--- config.mk ---
export PLATFORM = sky130hd
export DESIGN_NAME = epoch_alarm
export DESIGN_NICKNAME = d
export VERILOG_FILES = /design/src/rtl/epoch_alarm_pkg.sv /design/src/rtl/epoch_alarm_cmp.sv /design/src/rtl/epoch_alarm.sv
export SDC_FILE = /design/constraint.sdc
export NUM_CORES = 1
export LEC_CHECK = 0
export BUFFER_PORTS_ARGS = -buffer_cell sky130_fd_sc_hd__buf_2
export CORE_MARGIN = 2
export CORE_UTILIZATION = 50
export CTS_CLUSTER_SIZE = 16
export DETAILED_ROUTE_END_ITERATION = 16
export PLACE_DENSITY = 0.76
export SLEW_MARGIN = 20
export SYNTH_ARGS = -nofsm -noshare
export SYNTH_HDL_FRONTEND = slang
export SYNTH_HIERARCHICAL = 1
export SYNTH_SLANG_ARGS = --single-unit
--- constraint.sdc ---
create_clock -name clk -period 8.7 [get_ports clk]
set_input_delay 1.74 -clock clk [delete_from_list [all_inputs] [get_ports clk]]
set_output_delay 1.74 -clock clk [all_outputs]
set_load 0.005 [all_outputs]
--- src/rtl/epoch_alarm_pkg.sv ---
// Shared definitions for the epoch alarm: state encodings and SPI opcodes
// used by the SPI FSM to load and read back the alarm.
package epoch_alarm_pkg;

  localparam int TIME_WIDTH_DEF   = 64;
  localparam int PERIOD_WIDTH_DEF = 32;

  // Encoding is visible on o_state and in SPI readback, so it is fixed.
  typedef enum logic [1:0] {
    ALARM_IDLE  = 2'b00,
    ALARM_ARMED = 2'b01,
    ALARM_FIRED = 2'b10
  } alarm_state_e;

  // SPI opcodes, kept alongside the timer's write/read commands.
  localparam logic [7:0] SPI_WRCMD       = 8'h80;
  localparam logic [7:0] SPI_RDCMD       = 8'h00;
  localparam logic [7:0] SPI_ALARM_WRCMD = 8'h81;
  localparam logic [7:0] SPI_ALARM_RDCMD = 8'h01;

endpackage

--- src/rtl/epoch_alarm_cmp.sv ---
// Registered unsigned "time >= target" comparator with a one-cycle
// suppress. Kept separate so the compare can be split into two pipelined
// halves later without touching the alarm FSM.
module epoch_cmp #(
  parameter int TIME_WIDTH = 64
) (
  input  logic                  clk,
  input  logic                  rst,
  input  logic [TIME_WIDTH-1:0] i_time,
  input  logic [TIME_WIDTH-1:0] i_target,
  input  logic                  i_suppress,
  output logic                  o_match
);

  logic r_ge;
  logic r_valid;

  // Register the compare and whether it was taken against a stable target.
  // NOTE: sequential state is assigned with <= so every flop samples the
  // pre-edge values; blocking here would chain flops into combinational paths.
  always_ff @(posedge clk or posedge rst) begin
    if (rst) begin
      r_ge    <= 1'b0;
      r_valid <= 1'b0;
    end else begin
      r_ge    <= (i_time >= i_target);
      // A target written on this edge makes the compare just taken stale.
      r_valid <= ~i_suppress;
    end
  end

  assign o_match = r_ge & r_valid;

endmodule

--- src/rtl/epoch_alarm.sv ---
// Epoch alarm: compares the live epoch with a programmed target and raises
// a level interrupt held until acknowledged. One-shot when period is zero,
// otherwise the target advances by period on every fire.
module epoch_alarm
  import epoch_alarm_pkg::*;
#(
  parameter int TIME_WIDTH   = TIME_WIDTH_DEF,
  parameter int PERIOD_WIDTH = PERIOD_WIDTH_DEF
) (
  input  logic                    clk,
  input  logic                    rst,
  input  logic [TIME_WIDTH-1:0]   i_time,
  input  logic                    load_enable,
  input  logic [TIME_WIDTH-1:0]   i_alarm,
  input  logic [PERIOD_WIDTH-1:0] i_period,
  input  logic                    arm,
  input  logic                    disarm,
  input  logic                    ack,
  output logic                    irq,
  output logic                    missed,
  output logic [TIME_WIDTH-1:0]   o_alarm,
  output logic [1:0]              o_state
);

  alarm_state_e            r_state,  w_state_nxt;
  logic [TIME_WIDTH-1:0]   r_target, w_target_nxt;
  logic [PERIOD_WIDTH-1:0] r_period, w_period_nxt;
  logic                    r_irq,    w_irq_nxt;
  logic                    r_missed, w_missed_nxt;

  logic [TIME_WIDTH:0]     w_sum;
  logic                    w_match;
  logic                    w_period_nz;
  logic                    w_tgt_wr;

  // Single add; the extra MSB is the carry that detects wrap of the epoch.
  assign w_sum       = {1'b0, r_target}
                     + {{(TIME_WIDTH + 1 - PERIOD_WIDTH){1'b0}}, r_period};
  assign w_period_nz = (r_period != '0);

  epoch_cmp #(
    .TIME_WIDTH (TIME_WIDTH)
  ) u_cmp (
    .clk        (clk),
    .rst        (rst),
    .i_time     (i_time),
    .i_target   (r_target),
    .i_suppress (w_tgt_wr),
    .o_match    (w_match)
  );

  // State and datapath registers.
  always_ff @(posedge clk or posedge rst) begin
    if (rst) begin
      r_state  <= ALARM_IDLE;
      r_target <= '0;
      r_period <= '0;
      r_irq    <= 1'b0;
      r_missed <= 1'b0;
    end else begin
      r_state  <= w_state_nxt;
      r_target <= w_target_nxt;
      r_period <= w_period_nxt;
      r_irq    <= w_irq_nxt;
      r_missed <= w_missed_nxt;
    end
  end

  // Next-state logic; priority disarm > load > match > ack > arm.
  always_comb begin
    // NOTE: every output of this block gets a default first so no path
    // leaves one unassigned, which would otherwise infer a latch.
    w_state_nxt  = r_state;
    w_target_nxt = r_target;
    w_period_nxt = r_period;
    w_irq_nxt    = r_irq;
    w_missed_nxt = r_missed;
    w_tgt_wr     = 1'b0;

    if (disarm) begin
      w_state_nxt = ALARM_IDLE;
      w_irq_nxt   = 1'b0;
    end else if (load_enable) begin
      w_state_nxt  = ALARM_IDLE;
      w_target_nxt = i_alarm;
      w_period_nxt = i_period;
      w_irq_nxt    = 1'b0;
      w_missed_nxt = 1'b0;
      w_tgt_wr     = 1'b1;
    end else begin
      case (r_state)
        ALARM_IDLE: begin
          if (arm) w_state_nxt = ALARM_ARMED;
        end
        ALARM_ARMED: begin
          if (w_match) begin
            w_state_nxt = ALARM_FIRED;
            w_irq_nxt   = 1'b1;
            if (w_period_nz) begin
              w_target_nxt = w_sum[TIME_WIDTH-1:0];
              w_tgt_wr     = 1'b1;
              // Carry out: the advanced target is behind the epoch forever,
              // so drop to one-shot rather than refire every cycle.
              if (w_sum[TIME_WIDTH]) w_period_nxt = '0;
            end
          end
        end
        ALARM_FIRED: begin
          if (w_match && w_period_nz) begin
            w_missed_nxt = 1'b1;
            w_target_nxt = w_sum[TIME_WIDTH-1:0];
            w_tgt_wr     = 1'b1;
            if (w_sum[TIME_WIDTH]) w_period_nxt = '0;
          end else if (ack) begin
            w_state_nxt = w_period_nz ? ALARM_ARMED : ALARM_IDLE;
            w_irq_nxt   = 1'b0;
          end
        end
        default: begin
          w_state_nxt = ALARM_IDLE;
          w_irq_nxt   = 1'b0;
        end
      endcase
    end
  end

  assign irq     = r_irq;
  assign missed  = r_missed;
  assign o_alarm = r_target;
  assign o_state = r_state;

endmodule

* Word-level counts from Yosys, hierarchy flattened *
Index checks and enable logic that the tools add are counted.

word-level totals
  bits in latches = 0
  word-level logic and storage cells = 66
  output and inout port bits = 68
  bits in registers = 102
  input bits = 166
  RAM bits = 0
  memories = 0
  ROM bits = 0

cells by class
  muxes and demuxes = 34
  bitwise operators = 3
  divide/modulo/power cells = 0
  reduce and logical (&&, ||, !) cells = 10
  magnitude comparators = 1
  add/sub/neg operators = 1
  equal/unequal tests = 10
  multipliers = 0
  shift operators = 0

operators by type and width
  operator                                                         number
  64-bit 2-to-1 mux                                                4
  32-bit 2-to-1 mux                                                5
  64-bit one-hot mux with 2 select lines                           1
  64-bit by 32-bit adder with 65-bit output                        1
  64-bit >= comparator                                             1
  32-bit one-hot mux with 2 select lines                           1
  32-bit nonzero test                                              1
  4-bit != test, second input constant                             4
  1-bit 2-to-1 mux                                                 14
  2-bit 2-to-1 mux                                                 6
  3-bit != test, second input constant                             4
  4-bit AND reduction                                              2
  2-bit one-hot mux with 3 select lines                            1
  5-bit AND reduction                                              1
  2-bit nonzero test                                               2
  1-bit one-hot mux with 3 select lines                            1
  3-bit AND reduction                                              1
  3-bit nonzero test                                               1
  2-bit by 1-bit == test with 1-bit output, second input constant  1
  2-bit == test, second input constant                             1
  2-bit logical NOT                                                1
  1-bit NOT                                                        2
  1-bit one-hot mux with 2 select lines                            1
  1-bit bitwise AND                                                1
  1-bit logical AND                                                1

* Logic depth before layout (Yosys ltp) *
Gate-level depths: netlist (run 1).

  word-level depth = 7
  depth in mapped cells = 13

* By module *
Netlist (run 1), hierarchy kept.

by module, submodules not included
  module       sequential area each (um^2)  cells an instance  area each (um^2)  instances
  epoch_alarm  2502.4                       832                7088.0            1
  epoch_cmp    50.0                         230                1645.3            1

* Worst setup path after synthesis (run 1) *
Ideal clock, no wire load.

  kind = input -> register
  start = input i_time[61]
  end = register u_cmp.r_ge
  data required time = 8.624 ns
  arrival time = 3.609 ns
  stages on the path = 6
  setup time = 0.076 ns
  path slack = 5.015 ns
  path through = ha_1 -> nand4_1 -> or4_1 -> or3_1 -> or4_1 -> o21ai_1

between the ends
  word-level cells in the longest chain between the ends = 1

ends and longest elaborated chain
  what                    line                   RTL
  start: declaration      epoch_alarm.sv:12      input logic [TIME_WIDTH-1:0] i_time,
  64-bit >= comparator    epoch_alarm_cmp.sv:26  r_ge <= (i_time >= i_target);
  end signal: assignment  epoch_alarm_cmp.sv:26
  end: declaration        epoch_alarm_cmp.sv:15  logic r_ge;

Every way passes these cells.
A chain may end at the register's enable or synchronous reset.

* Final worst setup path (run 1) *
  start = input i_time[0]
  end = register u_cmp.r_ge

The elaborated chain is that of the path after synthesis.

==> results of run 1 <==
-- power by group --
part           total, uW  internal (uW)  switching [uW]
clock network        408            207             201
registers            739            571             168
logic               1170            494             677
total               2320           1270            1050
-- worst reg2reg max path, delay by kind of cell, from the launching register on --
kind            cells  cell delay [ns]
compound gates      6             1.44
simple gates        3             0.94
flops               1             0.44
buf+inv             2             0.33
fa+ha+maj           2             0.63
-- registers in the layout, indices dropped and copies added, names as in the netlist --
signal / count
irq: 1
missed: 1
o_alarm: 64
o_state: 2
r_period: 32
u_cmp/r_ge: 1
u_cmp/r_valid: 1
-- cell families (layout without fill, tap and decap cells) --
logic type | count (synthesis) | count (layout) | synth area share
simple gates | 353 | 353 | 0.203
compound gates | 323 | 323 | 0.241
buf+inv | 140 | 343 | 0.0718
fa+ha+maj | 102 | 102 | 0.147
flops | 102 | 102 | 0.292
xor+xnor | 28 | 28 | 0.0281
mux | 14 | 14 | 0.0166
-- area by class of cell --
cell class | count | area (sq um) | share of cell area
Multi-Input combinational cell | 820 | 5570 | 0.544
Timing Repair Buffer | 241 | 1230 | 0.120
Clock inverter | 6 | 52.6 | 0.00513
Inverter | 86 | 325 | 0.0317
Clock buffer | 10 | 239 | 0.0233
Sequential cell | 102 | 2550 | 0.249
Tap cell | 225 | 282 | 0.0275
-- metrics by stage --
step	cell area [sq um]	utilization	cells	hold WS, ns
6_report	10300	0.597	1490	0.503
5_1_grt	10300	0.597	1490	0.550
4_1_cts	10300	0.597	1490	0.510
3_5_place_dp	9960	0.580	1474	0.494
3_3_place_gp	9960	0.580	1474	0.484
2_1_floorplan	8730	-	1062	0.489
-- worst paths after layout --
check / from / endpoint / slack, ns
setup / recovery: i_time[0] / u_cmp/r_ge / 4.73
hold / removal: irq / irq / 0.50
setup reg to reg: r_period[0] / r_period[16] / 4.81
hold reg to reg: irq / irq / 0.50
max in group asynchronous: rst / o_alarm[61] / 6.08
min in group asynchronous: rst / u_cmp/r_valid / 1.29
-- cell usage in the layout, fill, tap and decap left out, types with 4 or more instances in the layout --
| cell | Yosys | final |
|---|---|---|
| xor2_1 | 15 | 15 |
| ha_1 | 101 | 101 |
| or4_1 | 4 | 4 |
| a22o_1 | 32 | 32 |
| and2_1 | 9 | 9 |
| clkbuf_16 | 0 | 9 |
| o22ai_1 | 22 | 22 |
| o211ai_1 | 4 | 4 |
| buf_2 | 1 | 233 |
| a21oi_1 | 102 | 102 |
| a211oi_1 | 13 | 13 |
| and3_1 | 18 | 18 |
| a31oi_1 | 8 | 7 |
| a21o_1 | 19 | 19 |
| xnor2_1 | 13 | 13 |
| dfrtp_1 | 102 | 102 |
| o31ai_1 | 5 | 5 |
| mux2i_1 | 10 | 10 |
| buf_4 | 2 | 8 |
| o21bai_1 | 9 | 8 |
| nand2_1 | 89 | 89 |
| nand3_1 | 47 | 47 |
| nor3_1 | 24 | 24 |
| nand4_1 | 34 | 34 |
| nand2b_1 | 7 | 7 |
| o21a_1 | 7 | 7 |
| o21ai_1 | 4 | 4 |
| nor4_1 | 15 | 15 |
| or3_1 | 6 | 6 |
| o21ai_0 | 58 | 58 |
| nor2_1 | 76 | 75 |
| inv_1 | 86 | 85 |
-- layer usage --
| layer | share of wire | up-vias | GRT usage |
|---|---|---|---|
| met5 | 0 | - | 0 |
| met4 | 0.028 | 0 | 0.105 |
| met3 | 0.075 | 58 | 0.0421 |
| met2 | 0.46 | 397 | 0.469 |
| met1 | 0.44 | 4143 | 0.393 |
| li1 | - | 4299 | - |
==> results_dict.tcl, run 1 <==
set metrics [dict create \
    path_class "in -> reg" \
    dr.pass1.iters 5 \
    nFillCells 1572 \
    drv_cap 0 \
    rsz0062_at_grt "no" \
    drt-initial-drc-count 907 \
    wl_per_cell_microns 18.2 \
    die_area_sq_mm 0.0185 \
    grt_antenna_before_repair 0 \
    io_buffers 233 \
    synth-seq-area-share 0.292 \
    worst_slack_ns 4.73 \
    initial_utilization 0.508 \
    report.final.slew_viol_count 0 \
    post-route-period-util 0.457 \
    maxSlewHeadroom 0.378 \
    slowest_stage "a2111oi_0" \
    required_ns 8.93 \
    path_cells "buf_2 -> inv_1 -> ha_1 -> nand2b_1 -> a2111oi_0 -> o41ai_1 -> or4_1 -> a31oi_1 -> o21ai_1" \
    finalWirelength_mm 27.1 \
    gp_congestion 0.968 \
    finalHoldViolations 0 \
    cts_setup_buffers 0 \
    num_vias 8897 \
    place_ws_ns 4.35 \
    grt_pass1_wl_mm 42.0 \
    cts_hold_buf 0 \
    area_growth_pct 17.4 \
    cts_root_buf "clkbuf_16" \
    die_height_microns 136 \
    chipWidth_microns 136 \
    syn_area_sq_mm 0.00873 \
    ir_drop_mv 0.128 \
    timing.setup.tns_ns 0 \
    power.density_mw_per_mm2 226 \
    synthesis.instances 1062 \
    min_period_ns 3.97 \
    hold_class "reg -> reg" \
    cp-end-kind "register" \
    cellLeakagePower_uw 0.00502 \
    numCtsBuffers 9 \
    core_sq_mm 0.0172 \
    critPathMaxStageDelay_ns 0.60 \
    gr-total-overflow 0 \
    path_depth 9 \
    yosysTopAreaCell "dfrtp_1" \
    grtUsageTotal 0.289 \
    io_pins 234 \
    synth_edf_count 0 \
    clock_path_buffers 2 \
    fmax_mhz 252 \
    yosysWarnings 6 \
    ant_nets 0 \
    finalPower_uw 2320 \
    cts_resized 0 \
    ys.flop_type "dfrtp_1" \
    min_path_cells 1 \
    ys_async_sr_fraction 1.00 \
    yosys-top-cells-count "a21oi_1, dfrtp_1, ha_1" \
    synth_seq_cells 102 \
    synth_fp_nets 1330 \
    crit_arrival_ns 4.21 \
    htree_levels 3 \
    synthDistinctLibCells 82 \
    n_antenna_cell 0 \
    grt_max_degree 89 \
    worst_slew_pin_slew_ns 0.932 \
    rows 48 \
    path_clk_slew_ns 0.07 \
    start_kind "primary input" \
    drc_errors 0 \
    clk_latency_ns 0.37 \
    setup_violations 0 \
    layout-drive-gt1-share 0.225 \
    fin_worst_skew_ns 0.00692 \
    critPathTopFamily "compound AO/OA/AOI/OAI gates" \
    critPathMaxFanout 1 \
    grt_pass1_vias 8245 \
    synth_area_leaders "dfrtp_1, ha_1, a21oi_1" \
    cts_tree "done" \
    clock-sinks 102 \
    crit_buf_inv 2 \
    syn_area_per_cell_sq_um 8.22 \
    final_nets 1528 \
    dp_hpwl_mm 20.6 \
    synth_top_area_share 0.292 \
    reg2reg_depth 13 \
    vias_per_cell 5.97 \
    status "completed" \
]
(Power assumes the default switching activity.)
==> run 2: changes to the inputs <==
clock period = 4.1 ns   (was 8.7 ns; I/O delays follow)
==> run 2 against run 1 <==
Against the previous run:
- clock skew increased by 0.0055 ns
- routed wire length up 0.98%
- largest power group unchanged
- sequential power is 110% higher
- core utilization up 0.18 points
- final area rose by 0.31%
- first-iteration DRC count fell by 6.6%
==> results_dict.tcl, run 2 (synthesized netlist as in run 1, its figures left out) <==
set metrics [dict create \
    status "completed" \
    path_class "reg -> reg" \
    r2r-start "o_alarm[0]" \
    seq_power_share 0.317 \
    report.final.slew_viol_count 0 \
    gr-total-overflow 0 \
    numCtsBuffers 9 \
    wl_per_cell_microns 18.3 \
    grtUsageTotal 0.295 \
    post-route-period-util 0.894 \
    cellLeakagePower_uw 0.00504 \
    maxSlewHeadroom 0.296 \
    initial_utilization 0.508 \
    finalNonFillerCells 1495 \
    timing.setup.tns_ns 0 \
    core_sq_mm 0.0172 \
    dr.pass1.iters 5 \
    layout-drive-gt1-share 0.227 \
    vias_per_cell 6.02 \
    area_growth_pct 17.7 \
    htree_levels 3 \
    grt_pass1_wl_mm 42.9 \
    num_vias 8996 \
    worst_slew_pin_slew_ns 1.05 \
    intPower_uw 2700 \
    switching_share 0.448 \
    setup_violations 0 \
    finalWirelength_mm 27.4 \
    nFillCells 1556 \
    hold_class "in -> async" \
    clkPwrFrac 0.173 \
    slowest_stage "nor4_1" \
    power.density_mw_per_mm2 475 \
    dp_cells 1478 \
    layout_common_cells "buf_2, a21oi_1, dfrtp_1" \
    finalHoldViolations 0 \
    cts_resized 0 \
    clock-sinks 102 \
    grt_antenna_before_repair 1 \
    rows 48 \
    critPathMaxFanout 32 \
    largest_register_ffs 64 \
    path_clk_slew_ns 0.08 \
    chipWidth_microns 136 \
    worstSetupStartpoint "o_alarm[0]" \
    io_pins 234 \
    start_kind "register" \
    p_switching_uw 2190 \
    die_area_sq_mm 0.0185 \
    dp_hpwl_mm 21.1 \
    timing.rr.end "r_period[14]" \
    fin_worst_skew_ns 0.0124 \
    final_nets 1532 \
    ir_drop_mv 0.280 \
    critPathMaxStageDelay_ns 0.48 \
    cts_tree "done" \
    mostFrequentLayoutCell "buf_2" \
    critPathTopFamily "compound AO/OA/AOI/OAI gates" \
    ant_nets 0 \
    cts_hold_buf 0 \
    min_period_ns 3.66 \
    rsz0062_at_grt "no" \
    reg2reg_depth 13 \
    required_ns 4.35 \
    drt-initial-drc-count 847 \
    path_cells "ha_1 -> inv_1 -> fa_1 -> nand2b_1 -> a21o_1 -> a21o_1 -> a31oi_1 -> nor3_1 -> o31a_1 -> nor4_1 -> a31oi_2 -> buf_4 -> a22o_1" \
    crit_path_end "r_period[14]" \
    drc_errors 0 \
    grt_pass1_vias 8347 \
    cts_setup_buffers 0 \
    cp-end-kind "register" \
    gp_congestion 0.955 \
    crit_arrival_ns 3.91 \
    die_height_microns 136 \
    cpMostUsedCell "a21o_1" \
    crit_buf_inv 2 \
    grt_max_degree 65 \
    clk_latency_ns 0.36 \
    io_buffers 233 \
    clock_path_buffers 2 \
    fmax_mhz 273 \
    r2r_slack_ns 0.44 \
    p_comb_frac 0.510 \
    cts_root_buf "clkbuf_16" \
    drv_cap 0 \
    path_depth 13 \
]
## run 2: final cells by class
class	instances	area, sq um	share of cell area
antenna	1	2.50	0.000243
clock buffer	11	243	0.0236
clock inverter	5	35.0	0.00341
inverter	86	325	0.0316
multi-input combinational	820	5570	0.542
sequential	102	2550	0.248
tap	225	282	0.0274
timing repair buffer	245	1270	0.123
## run 2: worst min-delay path by stage
stage	slack, ns	to	cells after the start	from
after floorplan	0.49	irq	1	irq
after global placement	0.49	irq	1	irq
after detailed placement	0.49	irq	1	irq
after CTS	0.39	u_cmp/r_ge	2	rst
after global routing	0.39	u_cmp/r_ge	2	rst
final	0.40	u_cmp/r_ge	2	rst
## run 2: through the flow
step / hold WS (ns) / utilization / cell area, sq um / setup slack, ns / power [uW]
5_1_grt: 0.389 / 0.599 / 10300 / 0.233 / 5260
4_1_cts: 0.391 / 0.598 / 10300 / 0.471 / 4850
2_1_floorplan: 0.489 / - / 8730 / 0.661 / 3260
3_5_place_dp: 0.493 / 0.582 / 10000 / 0.504 / 4010
3_3_place_gp: 0.487 / 0.582 / 10000 / 0.625 / 3950
6_report: 0.400 / 0.599 / 10300 / 0.435 / 4890
## run 2: worst reg2reg max path: cells and delay by family, from the launching register on
family	cells	cell delay [ns]
flops	1	0.44
buf+inv	2	0.33
compound gates	6	1.38
simple gates	3	0.79
fa+ha+maj	2	0.59
## run 2: per-layer routing
layer,vias to the layer above,GRT usage,share of wire
met5,-,0,0
met1,4256,0.410,0.44
met2,370,0.473,0.46
met3,47,0.0440,0.076
met4,0,0.0978,0.025
li1,4323,-,-
## run 2: power by group through the flow
stage / Clock, uW / Combinational (uW) / Sequential [uW]
global placement: 0 / 2400 / 1540
CTS: 842 / 2470 / 1540
finish: 846 / 2490 / 1550
floorplan: 0 / 1820 / 1450
global route: 887 / 2790 / 1580
detailed placement: 0 / 2450 / 1560
==> run 3: changes to the inputs <==
PLACE_DENSITY = 0.77   (was 0.76)
==> run 3 against run 2 <==
Against the previous run:
- clock-buffer cell count down 1
- sequential share of layout area about the same
- non-clock buffer count unchanged
- critical endpoint is now r_period[17]
- highest routed layer unchanged
==> results_dict.tcl, run 3 (synthesized netlist as in run 1, its figures left out) <==
set metrics [dict create \
    final_nets 1532 \
    min_period_ns 3.63 \
    core_sq_mm 0.0172 \
    gp_congestion 0.929 \
    ir_drop_mv 0.303 \
    seq_area_sq_mm 0.00255 \
    drt-initial-drc-count 666 \
    crit_arrival_ns 3.88 \
    start_kind "register" \
    post-route-period-util 0.886 \
    design_area_sq_mm 0.0103 \
    drc_errors 0 \
    chipWidth_microns 136 \
    multiInputGateArea_sq_mm 0.00557 \
    mostFrequentLayoutCell "buf_2" \
    cp-end-kind "register" \
    initial_utilization 0.508 \
    crit_buf_inv 3 \
    finalHoldViolations 0 \
    clk_latency_ns 0.37 \
    dp_hpwl_mm 20.9 \
    dp_cells 1478 \
    required_ns 4.35 \
    numCtsBuffers 9 \
    power.density_mw_per_mm2 474 \
    cts_setup_buffers 0 \
    ant_nets 0 \
    timing.setup.tns_ns 0 \
    path_class "reg -> reg" \
    die_area_sq_mm 0.0185 \
    finalPower_uw 4870 \
    rows 48 \
    vias_per_cell 6.01 \
    num_vias 8979 \
    critPathTopFamily "compound AO/OA/AOI/OAI gates" \
    worst_slew_pin_slew_ns 0.983 \
    wl_per_cell_microns 18.2 \
    clock-sinks 102 \
    nFillCells 1598 \
    dr.pass1.iters 5 \
    clock_path_buffers 2 \
    fin_worst_skew_ns 0.00964 \
    slowest_stage "dfrtp_1" \
    maxSlewHeadroom 0.339 \
    grt_pass1_vias 8240 \
    cts_root_buf "clkbuf_16" \
    grt_antenna_before_repair 1 \
    gr-total-overflow 0 \
    critPathMaxStageDelay_ns 0.43 \
    path_clk_slew_ns 0.07 \
    finalNonFillerCells 1495 \
    place_ws_ns 0.535 \
    finalWirelength_mm 27.3 \
    setup_violations 0 \
    postPlaceCellArea_sq_mm 0.0100 \
    rsz0062_at_grt "no" \
    cts_resized 0 \
    report.final.slew_viol_count 0 \
    layout_common_cells "buf_2, a21oi_1, dfrtp_1" \
    largest_register_ffs 64 \
    io_buffers 233 \
    cts_tree "done" \
    grtUsageTotal 0.293 \
    io_pins 234 \
    worst_slack_ns 0.469 \
    critPathMaxFanout 32 \
    hold_class "in -> async" \
    cellLeakagePower_uw 0.00504 \
    die_height_microns 136 \
    path_cells "ha_1 -> inv_1 -> fa_1 -> nand2b_1 -> a21o_1 -> a21o_1 -> a31oi_1 -> nor3_1 -> o31a_1 -> buf_4 -> nor4_1 -> a31oi_2 -> buf_4 -> a22o_1" \
    status "completed" \
    fmax_mhz 275 \
    cts_hold_buf 0 \
    grt_pass1_wl_mm 42.5 \
    layout-drive-gt1-share 0.227 \
    area_growth_pct 17.6 \
    grt_max_degree 68 \
    htree_levels 3 \
    drv_cap 0 \
]
==> run 3: final cells by class <==
class,count,share of cell area
antenna,1,0.000244
clock buffer,10,0.0223
tap,225,0.0274
timing repair buffer,245,0.124
sequential,102,0.249
multi-input combinational,820,0.543
inverter,86,0.0317
clock inverter,6,0.00365
==> run 3: worst paths after layout <==
check	start	to	slack, ns	cells after the start
worst max-delay path	o_alarm[0]	r_period[17]	0.47	14
worst min-delay path	rst	u_cmp/r_ge	0.40	2
worst max register to register	o_alarm[0]	r_period[17]	0.47	14
worst min register to register	irq	irq	0.52	1
max in group asynchronous	rst	o_alarm[30]	2.66	3
min in group clk	irq	irq	0.52	1
==> run 3: stage by stage <==
| step | hold slack [ns] | utilization |
|---|---|---|
| floorplan | 0.489 | - |
| CTS | 0.382 | 0.598 |
| finish | 0.400 | 0.598 |
| global placement | 0.485 | 0.582 |
| global route | 0.386 | 0.598 |
| detailed placement | 0.504 | 0.582 |
==> run 3: worst reg2reg max path, stage by stage, from the launching register on <==
cell	delay [ns]
dfrtp_1	0.43
ha_1	0.22
inv_1	0.07
fa_1	0.40
nand2b_1	0.18
a21o_1	0.20
a21o_1	0.18
a31oi_1	0.19
nor3_1	0.14
o31a_1	0.30
buf_4	0.17
nor4_1	0.42
a31oi_2	0.14
buf_4	0.26
a22o_1	0.24
==> run 3: metal layers <==
metal	global-route usage	routed length, microns
met1	0.402	12100
met2	0.480	12600
met3	0.0395	2020
met4	0.0949	599
met5	0	0
==> run 3: where the power goes <==
group	switching, uW	internal (uW)
Combinational	1440	1060
Sequential	340	1210
Clock	405	411
Total	2180	2690
